**config.mk**
```make
export PLATFORM = sky130hd
export DESIGN_NAME = tcam_ctrl
export DESIGN_NICKNAME = d
export VERILOG_FILES = /design/src/rtl/tcam_ctrl.sv
export SDC_FILE = /design/constraint.sdc
export NUM_CORES = 1
export LEC_CHECK = 0
export BUFFER_PORTS_ARGS = -buffer_cell sky130_fd_sc_hd__buf_2
export CAP_MARGIN = 25
export CORE_MARGIN = 2
export CORE_UTILIZATION = 42
export DETAILED_ROUTE_END_ITERATION = 12
export PLACE_DENSITY = 0.71
export SLEW_MARGIN = 15
export SYNTH_ARGS = -nofsm -noshare
export SYNTH_HDL_FRONTEND = slang
export SYNTH_SLANG_ARGS = --single-unit
```
**constraint.sdc**
```tcl
create_clock -name clk -period 3.7 [get_ports clk]
set_clock_uncertainty 0.05 [all_clocks]
set_input_delay 0.37 -clock clk [delete_from_list [all_inputs] [get_ports clk]]
set_output_delay 0.37 -clock clk [all_outputs]
set_load 0.01 [all_outputs]
```
**src/rtl/tcam_ctrl.sv**
```systemverilog
// Front-end controller for a 16x16 TCAM: arbitrates config writes against lookups,
// sequences the TCAM strobes and returns held lookup responses with hit/miss statistics.
module tcam_ctrl #(
    parameter int DW       = 16,
    parameter int AW       = 4,
    parameter int TCAM_LAT = 1
) (
    input  logic          clk,
    input  logic          rstN,
    input  logic          wr_valid,
    output logic          wr_ready,
    input  logic [DW-1:0] wr_data,
    input  logic [DW-1:0] wr_mask,
    input  logic [AW-1:0] wr_addr,
    input  logic          lk_valid,
    output logic          lk_ready,
    input  logic [DW-1:0] lk_key,
    output logic          rs_valid,
    input  logic          rs_ready,
    output logic          rs_match,
    output logic [DW-1:0] rs_num,
    output logic          tc_r_e,
    output logic          tc_w_e,
    output logic [DW-1:0] tc_data_in,
    output logic [DW-1:0] tc_mask,
    output logic [AW-1:0] tc_addr_in,
    input  logic          tc_match,
    input  logic [DW-1:0] tc_matched_num,
    output logic          busy,
    output logic [15:0]   hit_cnt,
    output logic [15:0]   miss_cnt
);

    typedef enum logic [2:0] {
        S_IDLE,
        S_WRITE,
        S_READ,
        S_WAIT,
        S_RESP
    } state_t;

    state_t        r_state;
    logic          r_last_lk;
    logic [2:0]    r_cnt;
    logic          r_tc_r_e;
    logic          r_tc_w_e;
    logic [DW-1:0] r_tc_data;
    logic [DW-1:0] r_tc_mask;
    logic [AW-1:0] r_tc_addr;
    logic          r_rs_valid;
    logic          r_rs_match;
    logic [DW-1:0] r_rs_num;
    logic [15:0]   r_hit_cnt;
    logic [15:0]   r_miss_cnt;

    logic w_idle;
    logic w_wr_go;
    logic w_lk_go;

    // On a tie the side that did not win the previous grant goes first.
    assign w_idle  = rstN && (r_state == S_IDLE);
    assign w_wr_go = w_idle && wr_valid && (!lk_valid || r_last_lk);
    assign w_lk_go = w_idle && lk_valid && (!wr_valid || !r_last_lk);

    always_ff @(posedge clk) begin
        if (!rstN) begin
            r_state    <= S_IDLE;
            r_last_lk  <= 1'b1;
            r_cnt      <= '0;
            r_tc_r_e   <= 1'b0;
            r_tc_w_e   <= 1'b0;
            r_tc_data  <= '0;
            r_tc_mask  <= '0;
            r_tc_addr  <= '0;
            r_rs_valid <= 1'b0;
            r_rs_match <= 1'b0;
            r_rs_num   <= '0;
            r_hit_cnt  <= '0;
            r_miss_cnt <= '0;
        end else begin
            case (r_state)
                S_IDLE: begin
                    if (w_wr_go) begin
                        r_tc_w_e  <= 1'b1;
                        r_tc_data <= wr_data;
                        r_tc_mask <= wr_mask;
                        r_tc_addr <= wr_addr;
                        r_last_lk <= 1'b0;
                        r_state   <= S_WRITE;
                    end else if (w_lk_go) begin
                        r_tc_r_e  <= 1'b1;
                        r_tc_data <= lk_key;
                        r_tc_mask <= '0;
                        r_tc_addr <= '0;
                        r_last_lk <= 1'b1;
                        r_state   <= S_READ;
                    end
                end
                S_WRITE: begin
                    r_tc_w_e <= 1'b0;
                    r_state  <= S_IDLE;
                end
                S_READ: begin
                    r_tc_r_e <= 1'b0;
                    r_cnt    <= 3'(TCAM_LAT - 1);
                    r_state  <= S_WAIT;
                end
                S_WAIT: begin
                    if (r_cnt == 3'd0) begin
                        // The TCAM result is valid at this edge; capture and count it.
                        r_rs_match <= tc_match;
                        r_rs_num   <= tc_matched_num;
                        r_rs_valid <= 1'b1;
                        if (tc_match) begin
                            if (r_hit_cnt != 16'hFFFF) r_hit_cnt <= r_hit_cnt + 16'd1;
                        end else begin
                            if (r_miss_cnt != 16'hFFFF) r_miss_cnt <= r_miss_cnt + 16'd1;
                        end
                        r_state <= S_RESP;
                    end else begin
                        r_cnt <= r_cnt - 3'd1;
                    end
                end
                S_RESP: begin
                    if (rs_ready) begin
                        r_rs_valid <= 1'b0;
                        r_state    <= S_IDLE;
                    end
                end
                default: r_state <= S_IDLE;
            endcase
        end
    end

    assign wr_ready   = w_wr_go;
    assign lk_ready   = w_lk_go;
    assign rs_valid   = r_rs_valid;
    assign rs_match   = r_rs_match;
    assign rs_num     = r_rs_num;
    assign tc_r_e     = r_tc_r_e;
    assign tc_w_e     = r_tc_w_e;
    assign tc_data_in = r_tc_data;
    assign tc_mask    = r_tc_mask;
    assign tc_addr_in = r_tc_addr;
    assign busy       = (r_state != S_IDLE);
    assign hit_cnt    = r_hit_cnt;
    assign miss_cnt   = r_miss_cnt;

endmodule

```
==> impl_results.md, run 1 <==
* CTS Buffer Depth at 2
* DR pass1 iterations at 4
* Total CTS buffers at 9
* CP startpoint kind: register
* Largest net degree at the start of global routing at 76
* Crit path kind: reg -> out
* Die Y at 101 um
* FF+latch count, synth at between 90 and 100
* Post-synth cell types at 44
* Max_slew headroom at 0.427
* Antenna violations before repair at 0
* Layout Area Growth over Synthesis at 25.8%
* Crit end category: primary output
* Leakage at around 0.0021 uW
* Max Clk Rate at ~0.36 GHz
* Register area share after synthesis at 0.479
* Final Cycle Share at 0.757
* I/O Buffers at approximately 160
* Core area at 9200 um2
* Clock slew at the register clock pins of the worst setup and hold paths at 0.10 ns
* Synthesized cell area at about 4000 um2
* Post-synthesis mux area share at 0.00252
* Post-Synthesis Cells at between 400 and 500
* Setup TNS Final at 0 ns
* Top_reg_cell synth: dfxtp_1
* Nets at around 700
* Final ANT Viol Nets at 0
* N_diodes at 0
* Via density at slightly above 5
* # clock sinks at between 90 and 100
* Total die area at 10200 um2
* Die X at roughly 100 um
* PD cells at approximately 400 nW/um2
* Status: complete, no violations
* Min Clock Period, post-route at 2.80 ns
* Post-DP HPWL at 7000 um
* Clk Latency, worst-skew pair at 0.36 ns
* Worst-Margin Slew at between 0.8 and 0.9 ns
* Mapped Nets at between 500 and 600
* Row count at 35
* Largest family of logic cells by synthesized area: simple AND/OR/NAND/NOR gates
* RSZ-0062 raised after global routing: false
* Detailed Route WL at 9730 um
* Mapped Avg Cell Area at 8.39 um2
* Placer Congestion at 0.914
* Post-cts gate resize count at 0
* Worst VDD drop at a little over 0.2 mV
* Critical path data required time at 3.28 ns
* Vias at approximately 3800
* DRC viols at 0
* H-tree levels at 3
* Root Driver: clkbuf_8
* Initial Utilization at 0.431
* Final Setup Violations at 0
* WL per Instance at 13.2 um
* Vias in the first global route at ~3400
* Yosys warns at 0
* Crit-path max FO at 39
* Pins Over Slew Limit at 0
* XOR/XNOR share of the synthesized area at 0.0552
* Post-synth EDFFs at 0
* Hold Crit Class: in -> reg
* Async set or reset register ratio after synthesis at 0
* Synth Area in Adders at 0.0126
* Compound-gate portion of the synthesized area at 0.144
* GRT Residual Overflow at 0
* Simple-Gate Fraction of Synth Area at 0.262
* Non-Filler Instances at around 740
* Total GRT Usage at 0.192
* Fraction of layout cells with a size suffix above 1 at 0.308
* Ports at between 150 and 200
* Max_cap viols at 0
* Overall Power at between 2000 and 2500 uW
* Hold Buf Count CTS at 0
* CTS tree: built
* Fill count at roughly 900
* First-pass GRT wire length at 16000 um
* DR iter-0 viols at about 170
* Dpl cells at about 720
* CP arrival at 2.38 ns
* Postcts setup bufs at 0
* Final Hold Vio Count at 0
metrics by stage:
stage	utilization	hold WS [ns]	cell area [um2]	setup slack, ns
after floorplan	-	0.400	3970	1.74
after global placement	0.522	0.388	4800	1.13
after detailed placement	0.522	0.394	4800	1.06
after CTS	0.543	0.169	4990	0.820
after global routing	0.543	0.178	4990	0.672
final	0.543	0.192	4990	0.899
Yosys cell counts, types with 2 or more instances:
| cell | instances | share of area |
|---|---|---|
| a211oi_1 | 5 | 0.0095 |
| nor4b_1 | 4 | 0.0088 |
| nand3b_1 | 2 | 0.0038 |
| dfxtp_1 | 95 | 0.48 |
| and3_1 | 4 | 0.0063 |
| nor3b_1 | 2 | 0.0038 |
| o21ai_0 | 22 | 0.028 |
| a31oi_1 | 16 | 0.025 |
| buf_1 | 2 | 0.0019 |
| buf_6 | 3 | 0.0085 |
| clkbuf_1 | 17 | 0.016 |
| inv_1 | 7 | 0.0066 |
| nor4_1 | 3 | 0.0047 |
| and4_1 | 4 | 0.0088 |
| a211o_1 | 2 | 0.0044 |
| buf_2 | 5 | 0.0063 |
| nand4_1 | 10 | 0.016 |
| xor2_1 | 2 | 0.0044 |
| nor3_1 | 19 | 0.024 |
| nor2_1 | 62 | 0.059 |
| ha_1 | 4 | 0.013 |
| a22oi_1 | 20 | 0.038 |
| a21oi_1 | 28 | 0.035 |
| or2_2 | 2 | 0.0032 |
| or3_1 | 4 | 0.0063 |
| nand3_1 | 12 | 0.015 |
| xnor2_1 | 23 | 0.051 |
| nand2_1 | 78 | 0.074 |
where the power goes:
group	total, uW	leakage, uW	switching (uW)	internal, uW
clock	661	0.000100	395	266
sequential	1100	0.000771	32.5	1070
combinational	286	0.00128	168	118
area by class of cell:
cell class,count,area [um2],area share
flip-flops and latches,95,1900,0.381
multi-input cells,341,1890,0.379
repair buffers,166,836,0.167
well taps,111,139,0.0278
clock buffers,9,124,0.0248
clock inverters,7,68.8,0.0138
inverters,8,30.0,0.00602
cells in the final DEF, fill, tap and decap left out, drive strengths merged:
cell / n
inv: 13
a22oi: 20
or4b: 1
nand2: 78
nor3: 19
nor4: 4
xor2: 2
and3: 4
and2: 1
a211o: 2
dfxtp: 95
nor4b: 4
o22a: 1
clkinv: 2
xnor2: 23
o21a: 1
and4b: 1
a31oi: 16
a211oi: 5
nor3b: 2
a21oi: 28
or3: 5
clkbuf: 9
ha: 4
nor2: 63
mux2i: 1
nand3b: 2
nor2b: 1
nand4b: 1
nand4: 10
o21ai: 22
nand3: 13
and4: 4
or2: 2
buf: 166
nand2b: 1
sequential cells by signal, indices dropped and copies added, names as in the netlist, 3 cells and up:
name,flops
hit_cnt,16
r_cnt,3
rs_num,16
tc_addr_in,4
tc_data_in,16
r_state,3
tc_mask,16
miss_cnt,16
cell families (layout without fill, tap and decap cells):
kind of cell | after synthesis | count (layout)
simple gates | 216 | 216
compound gates | 95 | 95
flops | 95 | 95
buf+inv | 37 | 190
xor+xnor | 25 | 25
fa+ha+maj | 4 | 4
mux | 1 | 1
worst paths after layout:
check                           cells after the start          startpoint  slack [ns]          end
worst max-delay path                                5          r_state[1]        0.90     wr_ready
worst min-delay path                                3  tc_matched_num[11]        0.19   rs_num[11]
worst max register to register                      8            r_cnt[0]        1.07  hit_cnt[13]
worst min register to register                      2           rs_num[0]        0.41    rs_num[0]
routing by layer:
layer  routed length [um]  track usage  share of wire  vias to the layer above
li1                     -            -              -                     1937
met1                 4380        0.253           0.45                     1690
met2                 4520        0.311           0.46                      132
met3                  705       0.0469          0.072                       10
met4                  121       0.0624          0.012                        0
met5                    0            0              0                        -
critical path: stages (launching register included):
cell and delay [ns]:
dfxtp_1 0.41, or3_4 0.44, nor2_4 0.14, nand3_4 0.22, inv_2 0.54, buf_2 0.25
No activity file was read; power rests on OpenSTA's default activity.
==> inputs of run 2 (changes only) <==
- ABC_AREA: not set -> 1
- PLACE_DENSITY: 0.71 -> 0.7
- clock period: 3.7 -> 2.7 ns (I/O delays scaled with it)
==> run 2 against run 1 <==
Synthesized cell count up 35%. Sequential power is 34% higher. Hold slack lost 0.089 ns. Critical endpoint unchanged. Non-clock buffer count increased by 4. Register-to-register slack got worse by 0.44 ns. Total power is 35% higher. Clock power increased by 53%. Clock-buffer cell count rose by 1. Synthesized area increased by 10%. First-iteration DRC count up 35%. Final cell count up 26%.
==> impl_results.md, run 2 <==
* Placer Congestion at 0.863 (-5.5%)
* Most common cell after layout, fill and taps aside: nand2_1
* GR Util met1 at 0.235 (-0.0180)
* Total CTS buffers at 9 (unchanged)
* Most frequent cells in the layout: nand2_1, buf_2, dfxtp_1
* Setup TNS Final at 0 ns (unchanged)
* Layout Area Growth over Synthesis at 25.2%
* Final WS setup at 0.516 ns (-0.384 ns)
* Status: complete, no violations
* Postcts setup bufs at 0 (unchanged)
* Synth cell count leaders: nand2_1, dfxtp_1, a21oi_1, nor2_1, inv_1
* Synth top area share at 0.436 (-0.0440)
* Non-Filler Instances at 931 (+26%)
* Clk Latency, worst-skew pair at 0.35 ns (about the same)
* Min Clock Period, post-route at 2.18 ns
* FF+latch count, synth at 95 (unchanged)
* Synthesized cell area at 4370 um2 (+10%)
* Root Driver: clkbuf_8
* Core area at 10200 um2 (+11%)
* Final ANT Viol Nets at 0 (unchanged)
* DR pass1 iterations at 4 (unchanged)
* Nets at 869 (+24%)
* CP top delay family: buffers and inverters
* CP cell instances: inv_1 -> nand3_2 -> nor2_2 -> nand2_4 -> inv_2 -> buf_2
* Largest area contributor in the netlist: dfxtp_1
* Post-place setup slack at 0.626 ns (-0.438 ns)
* Met3 usage at 0.0478 (+0.000895)
* Core Util, Final at 0.535 (-0.00817)
* Fraction of layout cells with a size suffix above 1 at 0.253 (-0.0555)
* Top_reg_cell synth: dfxtp_1
* Largest cells by area after synthesis: dfxtp_1, nand2_1, a21oi_1
* Dpl cells at 916 (+27%)
* Register area share after synthesis at 0.436 (-0.0440)
* Final Cycle Share at 0.809
* Final Setup Violations at 0 (unchanged)
* Most frequent cell after synthesis: nand2_1
* Mapped Nets at 715 (+30%)
* Crit-path max FO at 36 (-7.7%)
* Post-cts gate resize count at 0 (unchanged)
* Yosys warns at 0 (unchanged)
* Critical path buffer and inverter count at 3 (+1)
* WL per Instance at 11.8 um (-10%)
* Detailed Route WL at 11000 um (+13%)
* GRT Residual Overflow at 0 (unchanged)
* Via density at 4.81 (-6.0%)
* H-tree levels at 3 (unchanged)
* Ports at 165 (unchanged)
* DRC viols at 0 (unchanged)
* Pins Over Slew Limit at 0 (unchanged)
* Clock slew at the register clock pins of the worst setup and hold paths at 0.09 ns (about the same)
* Vias at 4477 (+19%)
* CTS Buffer Depth at 2 (unchanged)
* Initial Utilization at 0.427 (-0.00449)
* Placed cell area at 5260 um2 (+9.6%)
* DR iter-0 viols at 232 (+35%)
* RSZ-0062 raised after global routing: false
* Most Used Layer, Global Route: met2
* Post-DP HPWL at 8020 um (+15%)
* Max Clk Rate at between 0.4 and 0.5 GHz
* Post-Synthesis Cells at 637 (+35%)
* Async set or reset register ratio after synthesis at 0 (unchanged)
* Vias in the first global route at 4230 (+23%)
* I/O Buffers at 164 (unchanged)
* Crit path kind: reg -> out
* Worst-Margin Slew at 0.695 ns (-0.158 ns)
* Mapped Avg Cell Area at 6.86 um2 (-18%)
* Max_cap viols at 0 (unchanged)
* Total GRT Usage at 0.198 (+0.00633)
* Die Y at 106 um (+4.7%)
* First-pass GRT wire length at 18400 um (+15%)
* Critical path data required time at 2.38 ns (-0.90 ns)
* Slowest CP cell: dfxtp_1
* Worst VDD drop at 0.232 mV (+13%)
* CTS tree: built
* Max_slew headroom at 0.536 (+0.109)
* Largest net degree at the start of global routing at 68 (-11%)
* Delay of the slowest critical-path stage at 0.38 ns (-0.16 ns)
* PD cells at 504 nW/um2 (+23%)
* Hold Buf Count CTS at 0 (unchanged)
* CP startpoint kind: register
* Die X at 106 um (+4.7%)
* Hold Crit Class: in -> reg
* # clock sinks at 95 (unchanged)
* Crit end category: primary output
* Post-synth cell types at 29 (-34%)
* Final instance area at 5470 um2 (+9.6%)
* Antenna violations before repair at 0 (unchanged)
* Leakage at 0.00250 uW (+17%)
* Post-synth EDFFs at 0 (unchanged)
* CP arrival at 1.86 ns (-0.52 ns)
* Final Hold Vio Count at 0 (unchanged)
* Grt met2 use at 0.344 (+0.0330)
* N_diodes at 0 (unchanged)
* Total die area at 11200 um2 (+9.7%)
* Row count at 37 (+5.7%)
-- run 2: changes by cell type after synthesis, sizes merged, moves of 15 or more --
cell   previous run  this run
a22oi            20         0
o21ai            22        45
a21oi            28        80
a31oi            16         0
nor3             19         4
xnor2            23         4
nand2            78       211
inv               8        58
-- run 2: cell families after synthesis --
family / Yosys count / synth area share
xor+xnor: 10 / 0.0201
fa+ha+maj: 4 / 0.0115
compound gates: 127 / 0.149
buf+inv: 86 / 0.0837
simple gates: 315 / 0.300
flops: 95 / 0.436
-- run 2: final timing paths --
kind,slack (ns),depth (start not counted),start,endpoint
worst max register to register,0.63,9,r_cnt[0],miss_cnt[3]
worst min register to register,0.42,2,tc_mask[13],tc_mask[13]
worst max-delay path,0.52,6,r_state[1],wr_ready
worst min-delay path,0.10,3,tc_matched_num[10],rs_num[10]
-- run 2: stage by stage --
stage | hold slack, ns | power, uW
after detailed placement | 0.401 | 1790
after global placement | 0.386 | 1780
after CTS | 0.0791 | 2800
after global routing | 0.0844 | 2900
final | 0.102 | 2760
after floorplan | 0.364 | 1660
-- run 2: tightest hold or removal path, delay by kind of cell --
family / cells / cell delay (ns)
buffers and inverters: 1 / 0.09
and+or+nand+nor: 1 / 0.05
AOI/OAI and AO/OA: 1 / 0.05
-- run 2: cell type report --
| type | instances | area, um2 |
|---|---|---|
| well taps | 136 | 170 |
| multi-input cells | 456 | 2100 |
| clock inverters | 5 | 82.6 |
| flip-flops and latches | 95 | 1900 |
| repair buffers | 170 | 866 |
| inverters | 59 | 221 |
| fillers | 1012 | 4760 |
| clock buffers | 10 | 128 |
-- run 2: layer usage --
layer,up-vias,wire length [um]
met4,0,131
li1,2331,-
met1,1992,4700
met3,10,832
met2,144,5350
met5,-,0
-- run 2: power breakdown --
group	internal [uW]	total, uW	switching [uW]
logic	114	281	168
registers	1450	1470	24.8
clock network	521	1010	484
total	2080	2760	677
